## config.mk

```make
export PLATFORM = sky130hd
export DESIGN_NAME = reg_file_sb
export DESIGN_NICKNAME = d
export VERILOG_FILES = /design/src/rtl/rf_pkg.sv /design/src/rtl/rf_scoreboard.sv /design/src/rtl/reg_file_sb.sv
export SDC_FILE = /design/constraint.sdc
export NUM_CORES = 1
export LEC_CHECK = 0
export BUFFER_PORTS_ARGS = -buffer_cell sky130_fd_sc_hd__buf_2
export CORE_UTILIZATION = 51
export DETAILED_ROUTE_END_ITERATION = 10
export GPL_ROUTABILITY_DRIVEN = 1
export PLACE_DENSITY = 0.83
export SETUP_SLACK_MARGIN = 0.05
export SYNTH_ARGS = -nofsm -noshare
export SYNTH_HDL_FRONTEND = slang
export SYNTH_SLANG_ARGS = --single-unit
```

## constraint.sdc

```tcl
create_clock -name clk -period 5.85 [get_ports clk]
set_input_delay 1.17 -clock clk [delete_from_list [all_inputs] [get_ports clk]]
set_output_delay 1.17 -clock clk [all_outputs]
set_load 0.01 [all_outputs]
```

## src/rtl/rf_pkg.sv

```systemverilog
//==============================================================================
// Module      : rf_pkg
// Description : Shared constants, types and helpers for the scoreboarded
//               register file (reset image, default widths, read-source enum).
// Revision    : 1.0 - initial release
//==============================================================================
`default_nettype none

package rf_pkg;

    localparam int RF_DW_DEFAULT = 8;
    localparam int RF_AW_DEFAULT = 3;
    localparam int RF_INIT_N     = 8;

    // Reset image for the first eight registers, index 7 at the MSB end.
    // R5 = 0x01 and R6 = 0x07; every other register resets to zero.
    localparam logic [RF_INIT_N-1:0][7:0] RF_INIT = {
        8'h00, 8'h07, 8'h01, 8'h00, 8'h00, 8'h00, 8'h00, 8'h00
    };

    // Where a read port takes its data from in a given cycle.
    typedef enum logic [1:0] {
        RD_SRC_STORE = 2'd0,
        RD_SRC_WR    = 2'd1,
        RD_SRC_COUT  = 2'd2,
        RD_SRC_ZERO  = 2'd3
    } rd_src_e;

    // Reset value of register idx; registers beyond the table reset to zero.
    function automatic logic [7:0] rf_init_value(input int idx);
        logic [7:0] val;
        val = 8'h00;
        if (idx >= 0 && idx < RF_INIT_N) begin
            val = RF_INIT[idx];
        end
        return val;
    endfunction

endpackage

`default_nettype wire

```

## src/rtl/rf_scoreboard.sv

```systemverilog
//==============================================================================
// Module      : rf_scoreboard
// Description : Busy-bit scoreboard for the register file. A producer issue
//               (alloc) marks a register busy; the general write or the COUT
//               write retires it. Flags re-allocation of a busy register.
// Revision    : 1.0 - initial release
//==============================================================================
`default_nettype none

module rf_scoreboard #(
    parameter int AW       = 3,
    parameter int COUT_IDX = 7,
    parameter int R0_ZERO  = 0
) (
    input  logic              clk,
    input  logic              reset,
    input  logic              wr_en,
    input  logic [AW-1:0]     wr_addr,
    input  logic              cout_we,
    input  logic              alloc_en,
    input  logic [AW-1:0]     alloc_addr,
    output logic [2**AW-1:0]  busy_vec,
    output logic              alloc_err
);

    localparam int            NREG   = 2**AW;
    localparam logic [AW-1:0] COUT_A = AW'(COUT_IDX);

    logic [NREG-1:0] busy_nxt;
    logic            alloc_ok;

    // Register 0 never tracks a producer when it is hardwired to zero.
    assign alloc_ok = alloc_en && !((R0_ZERO != 0) && (alloc_addr == '0));

    // Next busy vector: retire on writes first, so a same-cycle alloc wins.
    always_comb begin
        busy_nxt = busy_vec;
        if (wr_en) begin
            busy_nxt[wr_addr] = 1'b0;
        end
        if (cout_we) begin
            busy_nxt[COUT_A] = 1'b0;
        end
        if (alloc_ok) begin
            busy_nxt[alloc_addr] = 1'b1;
        end
    end

    // Busy state and the one-cycle re-allocation error pulse.
    always_ff @(posedge clk or posedge reset) begin
        if (reset) begin
            busy_vec  <= '0;
            alloc_err <= 1'b0;
        end else begin
            busy_vec  <= busy_nxt;
            alloc_err <= alloc_ok && busy_vec[alloc_addr];
        end
    end

endmodule

`default_nettype wire

```

## src/rtl/reg_file_sb.sv

```systemverilog
//==============================================================================
// Module      : reg_file_sb
// Description : Multi-read-port register file with a dedicated carry-out
//               (COUT) write port and a producer busy scoreboard.
//               Optional macro RF_BYPASS_EN forwards same-cycle write data
//               to the read ports (COUT data has priority over wr_data).
// Revision    : 1.0 - initial release
//==============================================================================
`default_nettype none

module reg_file_sb
    import rf_pkg::*;
#(
    parameter int DW       = RF_DW_DEFAULT,
    parameter int AW       = RF_AW_DEFAULT,
    parameter int NRD      = 2,
    parameter int COUT_IDX = 2**AW - 1,
    parameter int R0_ZERO  = 0
) (
    input  logic                     clk,
    input  logic                     reset,
    input  logic [NRD-1:0][AW-1:0]   rd_addr,
    output logic [NRD-1:0][DW-1:0]   rd_data,
    output logic [NRD-1:0]           rd_busy,
    input  logic                     wr_en,
    input  logic [AW-1:0]            wr_addr,
    input  logic [DW-1:0]            wr_data,
    input  logic                     cout_we,
    input  logic [DW-1:0]            cout_data,
    input  logic                     alloc_en,
    input  logic [AW-1:0]            alloc_addr,
    output logic [2**AW-1:0]         busy_vec,
    output logic                     alloc_err
);

    localparam int            NREG   = 2**AW;
    localparam logic [AW-1:0] COUT_A = AW'(COUT_IDX);

    // Elaboration-time parameter sanity.
    if (COUT_IDX < 0 || COUT_IDX >= NREG) begin : g_bad_cout_idx
        $error("reg_file_sb: COUT_IDX out of range");
    end
    if (NRD < 1 || NRD > 4) begin : g_bad_nrd
        $error("reg_file_sb: NRD must be 1..4");
    end

    logic [DW-1:0] mem [NREG];
    logic          wr_ok;
    logic          cout_ok;
    rd_src_e       rd_src [NRD];

    // A hardwired-zero R0 silently swallows any write aimed at it.
    assign wr_ok   = wr_en   && !((R0_ZERO != 0) && (wr_addr == '0));
    assign cout_ok = cout_we && !((R0_ZERO != 0) && (COUT_A == '0));

    // Storage: async reset to the package image; COUT write lands last so it wins.
    always_ff @(posedge clk or posedge reset) begin
        if (reset) begin
            for (int i = 0; i < NREG; i++) begin
                mem[i] <= DW'(rf_init_value(i));
            end
        end else begin
            if (wr_ok) begin
                mem[wr_addr] <= wr_data;
            end
            if (cout_ok) begin
                mem[COUT_A] <= cout_data;
            end
        end
    end

    // Independent read ports: pick a data source, then steer data and busy.
    always_comb begin
        for (int p = 0; p < NRD; p++) begin
            rd_src[p] = RD_SRC_STORE;
`ifdef RF_BYPASS_EN
            // Writes are discarded during reset, so nothing is forwarded then.
            if (!reset) begin
                if (cout_ok && (rd_addr[p] == COUT_A)) begin
                    rd_src[p] = RD_SRC_COUT;
                end else if (wr_ok && (rd_addr[p] == wr_addr)) begin
                    rd_src[p] = RD_SRC_WR;
                end
            end
`endif
            if ((R0_ZERO != 0) && (rd_addr[p] == '0)) begin
                rd_src[p] = RD_SRC_ZERO;
            end

            case (rd_src[p])
                RD_SRC_WR:    rd_data[p] = wr_data;
                RD_SRC_COUT:  rd_data[p] = cout_data;
                RD_SRC_ZERO:  rd_data[p] = '0;
                default:      rd_data[p] = mem[rd_addr[p]];
            endcase

            // Forwarded data is already final, so it is never reported busy.
            rd_busy[p] = (rd_src[p] == RD_SRC_STORE) ? busy_vec[rd_addr[p]] : 1'b0;
        end
    end

    rf_scoreboard #(
        .AW       (AW),
        .COUT_IDX (COUT_IDX),
        .R0_ZERO  (R0_ZERO)
    ) u_scoreboard (
        .clk        (clk),
        .reset      (reset),
        .wr_en      (wr_en),
        .wr_addr    (wr_addr),
        .cout_we    (cout_we),
        .alloc_en   (alloc_en),
        .alloc_addr (alloc_addr),
        .busy_vec   (busy_vec),
        .alloc_err  (alloc_err)
    );

endmodule

`default_nettype wire

```

# [After elaboration in Yosys (flattened, before gate mapping)]
# Index checks and enable logic that the tools add are counted.
[totals] reg_bits=73 out_inout_bits=27
[classes] muxes=24 order_cmp=10 n_reduce_logical=5 bitwise=6
[op_table] cell="$mux W8" count=9
[op_table] cell="$bwmux W64" count=1
[op_table] cell="$bmux W8 S3" count=2
[op_table] cell="$demux W8 S3" count=1
[op_table] cell="$lt A3 B4 Y1 const B" count=4
[op_table] cell="$ge A4 B4 Y1 const B" count=3
[op_table] cell="$not A3 Y4" count=3
[op_table] cell="$bmux W1 S3" count=3
[op_table] cell="$and A8 B8 Y8" count=1
[op_table] cell="$not A8 Y8" count=1
[op_table] cell="$or A8 B8 Y8" count=1
[op_table] cell="$demux W1 S3" count=2
[op_table] cell="$ge A3 B1 Y1 const B" count=2
[op_table] cell="$mux W1" count=6
[op_table] cell="$logic_and A1 B1 Y1" count=4
[op_table] cell="$lt A4 B1 Y1 const B" count=1
[op_table] cell="$reduce_bool A2 Y1" count=1

# [Depth between registers and ports, before layout]
# Gate-level depths: netlist of run 1.
[depth] depth_word=10 depth_mapped=5

# [By module]
# Synthesis of run 1 repeated with hierarchy kept, for this count alone.
[hier_totals] cells_unflattened=270 hier_area_um2=4210.3
[modules_own_cells] mod="reg_file_sb" n_inst=1 seq_area_each_um2=1606.5 area_each_um2=3757.4 cells_each=224
[modules_own_cells] mod="rf_scoreboard" n_inst=1 seq_area_each_um2=225.2 area_each_um2=452.9 cells_each=46

# [Least setup slack after synthesis of run 1]
# Ideal clock, no wire load.
[synth_timing] kind="input-to-output" from="input rd_addr[1] in the netlist's numbering" to="output rd_busy[0]" n_path_buf=2 arrival_ns=2.335 path_slack_ns=2.345 stages=4 cell_sequence="buf_2 clkbuf_1 mux4_2 mux2_2"
[synth_between] elab_chain_len=2
[synth_lines] element="from (decl)" line="reg_file_sb.sv:22" rtl="input logic [NRD-1:0][AW-1:0] rd_addr,"
[synth_lines] element="$bmux W1 S3" line="reg_file_sb.sv:98" rtl="rd_busy[p] = (rd_src[p] == RD_SRC_STORE) ? busy_vec[rd_addr[p]] : 1'b0;"
[synth_lines] element="$mux W1 (not written as such)" line="reg_file_sb.sv:98"
[synth_lines] element="to (decl)" line="reg_file_sb.sv:24" rtl="output logic [NRD-1:0] rd_busy,"
# No other way between the ends. The select of a mux whose other input is x is not followed.

==> run summary, run 1 <==
Status: completed
R2r setup slk: 4.85 ns
Async SR Flop Fraction: 100%
Gr usage total: 24.5%
Root buffer cell: clkbuf_8
Share of cells above drive strength 1: 59.1%
Largest net degree at the start of global routing: 74
Fin. Hold Viols: 0
Clock transition at path regs: 0.07 ns
Max VDD drop: 0.189 mV
Internal: 1.08 mW
Clock network fraction of total power: 27.8%
H-tree Lvls: 3
Worst EP arrival: 2.69 ns
Synthesized flop and latch total: 73
Least-Margin Pin Slew: 1.01 ns
Max Cap Violations: 0
Sw Ratio: 27.7%
Final GP Congestion: 0.805
Slew HR: 32.5%
Largest area contributor in the netlist: dfrtp_1
Setup-failing EPs final: 0
Initial antenna violation count: 0
Required @ worst endpoint: 4.68 ns
Clock Latency Late Sink: 0.34 ns
TritonCTS Buffers: 9
Vias in the first global route: 2852
Post-synth top area share: 43.1%
Clk buf depth: 2
Net switching power: 0.412 mW
Crit end category: output port
Die ar.: 8210 um^2
I/O pins: 60
Netlist cell types: 26
Lkg Pwr: 1.94 nW
Initial Util: 54.0%
Crit-path most repeated cell: buf_2
Worst R2R Start: u_scoreboard.busy_vec[1]$_DFF_PP0_
Largest stage delay on the critical path: 0.59 ns
Synthesis-to-finish area growth: 13.6%
Worst Hold Class: register to register
Part of the power in registers: 46.4%
Core Region: 7410 um^2
Num rows: 31
Fin crit share: 66.1%
First-pass GRT wire length: 15.1 mm
Clk_skew: 0.00327 ns
# Post-CTS Setup Buffers: 0
Top FF cell, synth: dfrtp_1
Startpoint types: input pin
Via total after detailed routing: 2694
Hold_buf cts: 0
Via density: 6.35
Synth Cell Area: 4000 um^2
Number of cells on the worst reg-to-reg path: 3
Total gr overflow: 0
HPWL after detailed placement: 5.99 mm
Crit path cell chain: buf_2 > mux4_2 > mux2_2 > buf_2
Final Slew Violations: 0
Yosys warns: 0
Fmax: 259 MHz
WHS Path Cells: 1
Setup TNS: 0 ns
RSZ-0062 raised after global routing: false
Number of synthesized flops with an enable pin: 0
WS Path Type: input pin to output port
Port Buf Inserts: 59
Leading post-synthesis cells by cell area: dfrtp_1, mux4_2, mux2_2
Crit path time final: 3.86 ns
Filler Cell Count: 546
Layout Nets: 353
Comb pwr share: 25.8%
Syn_nets: 299
DRT Pass-1 Iters: 4
Post-detailed-route count of antenna-violating nets: 0
Synthesized area per cell: 15.0 um^2
Hold Startpoint: mem[43]$_DFFE_PP0P_
DR DRC count: 0
Cells after synthesis: 266
Die Width: 90.6 um
# diodes: 0
Crit path max fanout: 18
R2r endpoint: u_scoreboard.alloc_err$_DFF_PP0_
Min-Delay Endpoint: mem[43]$_DFFE_PP0P_
Post-CTS resize count: 0
CTS tree: built
Routed wire length: 9.27 mm
WL/cell: 21.9 um
Worst path slowest cell: mux4_2
Die H: 90.6 um
Core Util, Final: 61.4%
PD cells: 328 nW/um^2
Clock sinks: 73
Iteration-0 DRC Markers: 157
Sequential area share after synthesis: 45.8%
## worst max-delay path: cells and delay by family
family,cells,cell delay [ns]
multiplexers,2,0.88
buffers and inverters,2,0.64
## cell usage in the layout, fill, tap and decap left out, types with 6 or more instances in the layout
| cell type | synthesis | routed |
|---|---|---|
| a22oi_1 | 8 | 8 |
| buf_2 | 7 | 59 |
| clkbuf_8 | 0 | 12 |
| dfrtp_1 | 69 | 69 |
| mux2_2 | 70 | 70 |
| mux4_2 | 36 | 36 |
| nand2_1 | 15 | 15 |
| o21ai_0 | 12 | 12 |
| o22ai_1 | 6 | 6 |
## layer usage
metal | track usage, % | vias up | wire (um)
met5 | 0 | - | 0
met3 | 5.30 | 24 | 675
li1 | - | 1151 | -
met4 | 11.2 | 0 | 267
met1 | 31.5 | 1389 | 3670
met2 | 40.0 | 130 | 4660
## sequential cells by signal, indices dropped and copies added, names as in the netlist
name / count
mem: 64
u_scoreboard.busy_vec: 8
u_scoreboard.alloc_err: 1
## power by group through the flow
stage / combinational, mW / sequential [mW] / clock, mW
2_1_floorplan: 0.287 / 0.675 / 0
3_3_place_gp: 0.372 / 0.688 / 0
3_5_place_dp: 0.385 / 0.698 / 0
4_1_cts: 0.387 / 0.690 / 0.418
5_1_grt: 0.414 / 0.706 / 0.442
6_report: 0.384 / 0.692 / 0.414
## Yosys cell counts, types with 2 or more instances
| cell | instances |
|---|---|
| a22oi_1 | 8 |
| buf_1 | 2 |
| buf_2 | 7 |
| buf_4 | 2 |
| buf_6 | 2 |
| clkbuf_1 | 5 |
| dfrtp_1 | 69 |
| dfstp_2 | 4 |
| inv_1 | 5 |
| mux2_1 | 4 |
| mux2_2 | 70 |
| mux2i_1 | 4 |
| mux4_2 | 36 |
| nand2_1 | 15 |
| nand2b_1 | 3 |
| nand4b_1 | 3 |
| nor3b_4 | 2 |
| o21ai_0 | 12 |
| o22ai_1 | 6 |
## cell type report
type / instances / area (um^2) / area share, %
multi-input cells: 170 / 2050 / 45.2
flip-flops and latches: 73 / 1830 / 40.3
repair buffers: 61 / 310 / 6.83
clock buffers: 14 / 173 / 3.80
well taps: 99 / 124 / 2.73
clock inverters: 2 / 35.0 / 0.771
inverters: 5 / 18.8 / 0.413
## worst max path at each step
stage / end / slack (ns) / depth (start not counted) / from
final: rd_data[1] / 1.99 / 4 / rd_addr[0]
after global routing: rd_data[7] / 1.89 / 4 / rd_addr[0]
after CTS: rd_data[1] / 1.96 / 4 / rd_addr[0]
after detailed placement: rd_data[1] / 1.97 / 4 / rd_addr[0]
after global placement: rd_data[1] / 2.00 / 4 / rd_addr[0]
after floorplan: rd_busy[0] / 2.35 / 4 / rd_addr[1]
## per-stage QoR
step | total power [mW] | cell area [um^2] | cells | hold slack [ns] | worst slack [ns]
final | 1.49 | 4550 | 424 | 0.506 | 1.99
after global routing | 1.56 | 4550 | 424 | 0.523 | 1.89
after CTS | 1.50 | 4550 | 424 | 0.506 | 1.96
after detailed placement | 1.08 | 4340 | 408 | 0.490 | 1.97
after global placement | 1.06 | 4340 | 408 | 0.478 | 2.00
after floorplan | 0.962 | 4000 | 266 | 0.461 | 2.35
## cell families after synthesis
| logic type | share of synthesized area [%] |
|---|---|
| muxes | 42.1 |
| DFF | 45.8 |
| and+or+nand+nor | 4.88 |
| AOI/OAI and AO/OA | 4.35 |
| buffers and inverters | 2.94 |
Note: power is estimated with default switching activity, not from simulation.
==> inputs of run 2 (changes only) <==
ABC_AREA = 1   (was not set)
PLACE_DENSITY = 0.82   (was 0.83)
clock period = 3.99 ns   (was 5.85 ns; I/O delays follow)
==> run 2 against run 1 <==
Register-to-register slack got worse by 1.9 ns. Power increased by 50%. Synthesized cell count increased to 2.6 times the previous value. Worst setup slack got worse by 1.0 ns. First-iteration DRC count increased to 2.5 times the previous value. Utilization decreased by 1.4 points. Cell area increased by 9.4%. Sequential share of layout area decreased by 3.5 points. Critical path depth increased by 3. Wire length increased by 35%. Cell count increased by 99%. Die area increased by 10%. Largest cell class unchanged. Highest routed layer unchanged.
==> run summary, run 2 <==
Status: completed (unchanged)
Clock transition at path regs: 0.08 ns (was 0.07 ns)
Root buffer cell: clkbuf_8 (unchanged)
Final GP Congestion: 0.899 (was 0.805)
Crit path cell chain: buf_2 > inv_1 > o21ai_0 > o21ai_0 > nand2_1 > nand2_1 > buf_2 (was buf_2 > mux4_2 > mux2_2 > buf_2)
Leading post-synthesis cells by cell area: dfrtp_1, nand2_1, o21ai_0 (was dfrtp_1, mux4_2, mux2_2)
CTS tree: built (unchanged)
DRT Pass-1 Iters: 6 (was 4)
Crit path max fanout: 19 (was 18)
CP delay by family, top: buffers and inverters (was multiplexers)
Most common cell after layout, fill and taps aside: nand2_1 (was mux2_2)
Layout Nets: 768 (was 353)
Filler Cell Count: 802 (was 546)
Post-synth top area share: 39.1% (was 43.1%)
Clk_skew: 0.00223 ns (was 0.00327 ns)
Slew HR: 23.7% (was 32.5%)
First-pass GRT wire length: 20.1 mm (was 15.1 mm)
Final Instance Count excl. Fillers: 845 (was 424)
Largest stage delay on the critical path: 0.52 ns (was 0.59 ns)
Synthesized area per cell: 6.39 um^2 (was 15.0 um^2)
Vias in the first global route: 4245 (was 2852)
Crit end category: output port (unchanged)
Met3 wire len: 812 um (was 675 um)
Post-CTS resize count: 0 (unchanged)
Largest net degree at the start of global routing: 54 (was 74)
Port Buf Inserts: 59 (unchanged)
Async SR Flop Fraction: 100% (unchanged)
PD cells: 450 nW/um^2 (was 328 nW/um^2)
Total gr overflow: 0 (unchanged)
H-tree Lvls: 3 (unchanged)
Clk buf depth: 2 (unchanged)
Top FF cell, synth: dfrtp_1 (unchanged)
Die Width: 95.1 um (was 90.6 um)
Clock sinks: 73 (unchanged)
RSZ-0062 raised after global routing: false (unchanged)
DR DRC count: 0 (unchanged)
Initial antenna violation count: 0 (unchanged)
Final Slew Violations: 0 (unchanged)
Least-Margin Pin Slew: 1.14 ns (was 1.01 ns)
Die ar.: 9040 um^2 (was 8210 um^2)
Setup slack at placement: 1.03 ns (was 1.97 ns)
# Post-CTS Setup Buffers: 0 (unchanged)
Cells after synthesis: 691 (was 266)
Fin crit share: 76.1%
Buffer and inverter count on the worst path: 3 (was 2)
Largest area contributor in the netlist: dfrtp_1 (unchanged)
Hold_buf cts: 0 (unchanged)
Core Region: 8300 um^2 (was 7410 um^2)
PnR Total Power: 2.24 mW (was 1.49 mW)
Dpl cells: 829 (was 408)
Setup-failing EPs final: 0 (unchanged)
Worst Hold Class: register to register (unchanged)
TritonCTS Buffers: 9 (unchanged)
Post-detailed-route count of antenna-violating nets: 0 (unchanged)
Setup TNS: 0 ns (unchanged)
Syn_nets: 724 (was 299)
Netlist cell types: 19 (was 26)
Post-synth top cells: nand2_1, o21ai_0, inv_1, dfrtp_1, nand3_1 (was mux2_2, dfrtp_1, mux4_2, nand2_1, o21ai_0)
Synthesized flop and latch total: 73 (unchanged)
Post-route cell area: 4970 um^2 (was 4550 um^2)
Startpoint types: input pin (unchanged)
Cell with the most instances after synthesis: nand2_1 (was mux2_2)
Via total after detailed routing: 4621 (was 2694)
Synth Cell Area: 4420 um^2 (was 4000 um^2)
Via density: 5.47 (was 6.35)
Crit path time final: 3.04 ns
Worst path slowest cell: inv_1 (was mux4_2)
Highest Signal Layer: met4 (unchanged)
Required @ worst endpoint: 3.19 ns (was 4.68 ns)
Biggest register: mem (unchanged)
Initial Util: 53.2% (was 54.0%)
Setup WS post-layout: 0.955 ns (was 1.99 ns)
Routed met1 length: 5.28 mm (was 3.67 mm)
Routed length on met2: 6.03 mm (was 4.66 mm)
Die H: 95.1 um (was 90.6 um)
Max reg flops: 64 (unchanged)
Share of cells above drive strength 1: 12.0% (was 59.1%)
Iteration-0 DRC Markers: 396 (was 157)
HPWL after detailed placement: 8.56 mm (was 5.99 mm)
Clock Latency Late Sink: 0.36 ns (was 0.34 ns)
Gr usage total: 29.3% (was 24.5%)
WL/cell: 14.8 um (was 21.9 um)
I/O pins: 60 (unchanged)
Number of synthesized flops with an enable pin: 0 (unchanged)
Worst EP arrival: 2.24 ns (was 2.69 ns)
Synthesis-to-finish area growth: 12.6% (was 13.6%)
Num rows: 33 (was 31)
Lkg Pwr: 2.83 nW (was 1.94 nW)
Max Cap Violations: 0 (unchanged)
Fmax: 329 MHz
# diodes: 0 (unchanged)
Min Hold Slack: 0.489 ns (was 0.506 ns)
Sequential area share after synthesis: 41.5% (was 45.8%)
WS Path Type: input pin to output port (unchanged)
Core Util, Final: 59.9% (was 61.4%)
Post-place instance area: 4720 um^2 (was 4340 um^2)
Routed wire length: 12.5 mm (was 9.27 mm)
Fin. Hold Viols: 0 (unchanged)
Commonest cells after routing, fill and taps aside: nand2_1, o21ai_0, inv_1 (was mux2_2, dfrtp_1, buf_2)
Largest regs: mem (64), u_scoreboard.busy_vec (8), u_scoreboard.alloc_err (1) (unchanged)
Max VDD drop: 0.239 mV (was 0.189 mV)
Yosys warns: 0 (unchanged)
-- run 2: cell count changes after synthesis, moves of 36 or more --
cell / before / now
nand2_1: 15 / 306
inv_1: 5 / 80
mux2_2: 70 / 0
mux4_2: 36 / 0
nand3_1: 0 / 67
o21ai_0: 12 / 96
-- run 2: layout make-up --
class,count,area [um^2],area share [%]
tap,105,131,2.64
inverter,86,323,6.49
multi-input combinational,502,2110,42.4
clock buffer,12,155,3.12
sequential,73,1830,36.8
clock inverter,4,98.8,1.99
timing repair buffer,63,325,6.54
-- run 2: worst paths after layout --
check,from,end,slack [ns],cells past startpoint
max,rd_addr[4],rd_data[9],0.95,7
min,mem[6]$_DFFE_PP0P_,mem[6]$_DFFE_PP0P_,0.49,2
max reg2reg,u_scoreboard.busy_vec[4]$_DFF_PP0_,u_scoreboard.alloc_err$_DFF_PP0_,2.99,6
min reg2reg,mem[6]$_DFFE_PP0P_,mem[6]$_DFFE_PP0P_,0.49,2
max in group asynchronous,reset,mem[9]$_DFFE_PP1P_,2.38,3
min in group asynchronous,reset,mem[36]$_DFFE_PP0P_,0.73,2
-- run 2: tightest hold or removal path, stage by stage (launching register included) --
cell	delay, ns
dfrtp_1	0.35
nand2_1	0.06
nand2_1	0.05
-- run 2: power by group --
part / switching [mW] / leakage (nW) / total (mW) / internal, mW
Combinational: 0.350 / 1.80 / 0.540 / 0.189
Sequential: 0.0867 / 0.908 / 0.961 / 0.874
Clock: 0.288 / 0.127 / 0.739 / 0.451
Total: 0.725 / 2.83 / 2.24 / 1.51
-- run 2: logic make-up (layout without fill, tap and decap cells) --
logic type	count (synthesis)	count (layout)	synth area share, %
and+or+nand+nor	402	402	36.3
buffers and inverters	116	165	10.8
DFF	73	73	41.5
AOI/OAI and AO/OA	100	100	11.4
-- run 2: routing by layer --
| metal | vias up | GRT usage, % |
|---|---|---|
| li1 | 2229 | - |
| met1 | 2138 | 37.4 |
| met2 | 213 | 47.8 |
| met3 | 41 | 4.94 |
| met4 | 0 | 14.9 |
| met5 | - | 0 |
==> inputs of run 3 (changes only) <==
PLACE_DENSITY = 0.85   (was 0.82)
clock period = 2.75 ns   (was 3.99 ns; I/O delays follow)
==> run 3 against run 2 <==
Sequential share of layout area down 0.49 points. First-iteration DRC count down 9.6%. Count of clock-buffer cells in the layout down 3. Non-clock buffer count up 4. Global-route usage up 1.3 points. Clock skew up 0.0011 ns. Register-to-register slack worse by 1.2 ns. Die area unchanged. Cell count up 0.47%. Wire length up 2.8%. Sequential cell count unchanged. Critical path type unchanged.
==> run summary, run 3 (synthesis results as in run 2) <==
Status: completed (unchanged)
Max reg flops: 64 (unchanged)
Gr usage total: 30.6% (was 29.3%)
Root buffer cell: clkbuf_8 (unchanged)
Vias in the first global route: 4491 (was 4245)
Worst Hold Class: input pin to asynchronous set/reset pin (was register to register)
Clock transition at path regs: 0.08 ns (about the same)
Setup TNS: 0 ns (unchanged)
DRT Pass-1 Iters: 6 (unchanged)
PD cells: 658 nW/um^2 (was 450 nW/um^2)
DR DRC count: 0 (unchanged)
Commonest cells after routing, fill and taps aside: nand2_1, o21ai_0, inv_1 (unchanged)
Post-place instance area: 4770 um^2 (was 4720 um^2)
Part of the power in registers: 41.9% (was 42.9%)
HPWL after detailed placement: 8.84 mm (was 8.56 mm)
Crit path cell chain: buf_2 > inv_1 > o21ai_0 > o21ai_0 > nand2_1 > nand2_1 > buf_2 (unchanged)
Layout Nets: 772 (was 768)
# Post-CTS Setup Buffers: 0 (unchanged)
WL/cell: 15.2 um (was 14.8 um)
Clock Latency Late Sink: 0.36 ns (about the same)
CTS tree: built (unchanged)
First-pass GRT wire length: 21.1 mm (was 20.1 mm)
Setup-failing EPs final: 0 (unchanged)
Initial Util: 53.2% (unchanged)
Clock sinks: 73 (unchanged)
Clock network fraction of total power: 34.0% (was 33.0%)
Sw Ratio: 32.3% (was 32.4%)
Clk_skew: 0.00329 ns (was 0.00223 ns)
Comb pwr share: 24.0% (was 24.1%)
Hold_buf cts: 0 (unchanged)
R2r setup slk: 1.76 ns (was 2.99 ns)
Most common cell after layout, fill and taps aside: nand2_1 (unchanged)
Net switching power: 1.07 mW (was 0.725 mW)
Worst R2R Start: u_scoreboard.busy_vec[1]$_DFF_PP0_ (was u_scoreboard.busy_vec[4]$_DFF_PP0_)
Synthesis-to-finish area growth: 14.1% (was 12.6%)
Initial antenna violation count: 0 (unchanged)
Via density: 5.52 (was 5.47)
Setup slack at placement: 0.412 ns (was 1.03 ns)
Least-Margin Pin Slew: 0.666 ns (was 1.14 ns)
Biggest register: mem (unchanged)
Worst EP arrival: 1.81 ns (was 2.24 ns)
Largest stage delay on the critical path: 0.46 ns (was 0.52 ns)
Setup WS post-layout: 0.389 ns (was 0.955 ns)
Iteration-0 DRC Markers: 358 (was 396)
RSZ-0062 raised after global routing: false (unchanged)
Via total after detailed routing: 4687 (was 4621)
Required @ worst endpoint: 2.20 ns (was 3.19 ns)
Fmax: 424 MHz
Port Buf Inserts: 59 (unchanged)
Core Region: 8300 um^2 (unchanged)
Internal: 2.25 mW (was 1.51 mW)
TritonCTS Buffers: 9 (unchanged)
Die Width: 95.1 um (unchanged)
Final GP Congestion: 0.890 (was 0.899)
Routed wire length: 12.9 mm (was 12.5 mm)
Slew HR: 55.5% (was 23.7%)
I/O pins: 60 (unchanged)
Lkg Pwr: 2.87 nW (was 2.83 nW)
Post-CTS resize count: 0 (unchanged)
Share of cells above drive strength 1: 12.6% (was 12.0%)
Crit end category: output port (unchanged)
Largest net degree at the start of global routing: 37 (was 54)
Largest regs: mem (64), u_scoreboard.busy_vec (8), u_scoreboard.alloc_err (1) (unchanged)
Max VDD drop: 0.318 mV (was 0.239 mV)
# diodes: 0 (unchanged)
Crit path time final: 2.36 ns
R2r endpoint: u_scoreboard.alloc_err$_DFF_PP0_ (unchanged)
Total gr overflow: 0 (unchanged)
Worst path slowest cell: inv_1 (unchanged)
Num rows: 33 (unchanged)
Post-detailed-route count of antenna-violating nets: 0 (unchanged)
Crit path max fanout: 18 (was 19)
Die H: 95.1 um (unchanged)
Startpoint types: input pin (unchanged)
Clk buf depth: 2 (unchanged)
Final Slew Violations: 0 (unchanged)
Die ar.: 9040 um^2 (unchanged)
Post-route cell area: 5040 um^2 (was 4970 um^2)
Fin crit share: 85.8%
Fin. Hold Viols: 0 (unchanged)
WS Path Type: input pin to output port (unchanged)
Number of cells on the worst reg-to-reg path: 6 (unchanged)
Max Cap Violations: 0 (unchanged)
H-tree Lvls: 3 (unchanged)
run 3: cell types whose count changed in the layout (fill, tap and decap cells not counted), sizes merged:
cell and change:
clkbuf -3, bufinv +1, buf +4, clkinv +2
run 3: per-stage QoR:
stage	util (%)	std cells	power, mW	hold WS, ns
after CTS	60.7	849	3.31	0.186
after detailed placement	57.5	833	2.19	0.466
final	60.7	849	3.32	0.177
after global routing	60.7	849	3.51	0.210
after global placement	57.5	833	2.15	0.466
after floorplan	-	691	1.93	0.449
run 3: power by group through the flow:
stage	logic, mW	clock network, mW	registers, mW
4_1_cts	0.792	1.13	1.39
6_report	0.798	1.13	1.39
3_5_place_dp	0.785	0	1.41
5_1_grt	0.916	1.18	1.41
3_3_place_gp	0.755	0	1.40
2_1_floorplan	0.544	0	1.39
run 3: area by class of cell:
cell class / count / area, um^2
Tap cell: 105 / 131
Clock inverter: 7 / 143
Fill cell: 757 / 3260
Multi-Input combinational cell: 502 / 2110
Timing Repair Buffer: 67 / 380
Clock buffer: 9 / 124
Sequential cell: 73 / 1830
Inverter: 86 / 323
run 3: worst max path at each step:
stage / start / to / slack, ns / cells after the start
after floorplan: reset / mem[0]$_DFFE_PP0P_ / 0.35 / 1
after global placement: rd_addr[1] / rd_data[7] / 0.49 / 7
after detailed placement: rd_addr[4] / rd_data[15] / 0.41 / 7
after CTS: rd_addr[4] / rd_data[15] / 0.41 / 7
after global routing: rd_addr[4] / rd_data[10] / 0.29 / 7
final: rd_addr[4] / rd_data[15] / 0.39 / 7
run 3: critical path, delay by kind of cell:
family	cells	cell delay, ns
AOI/OAI and AO/OA	2	0.43
and+or+nand+nor	2	0.14
buffers and inverters	3	0.69
run 3: routing by layer:
layer | wire, um | vias up | GRT usage, %
li1 | - | 2234 | -
met1 | 5110 | 2194 | 37.7
met2 | 6510 | 220 | 53.1
met3 | 919 | 39 | 4.47
met4 | 363 | 0 | 13.1
met5 | 0 | - | 0
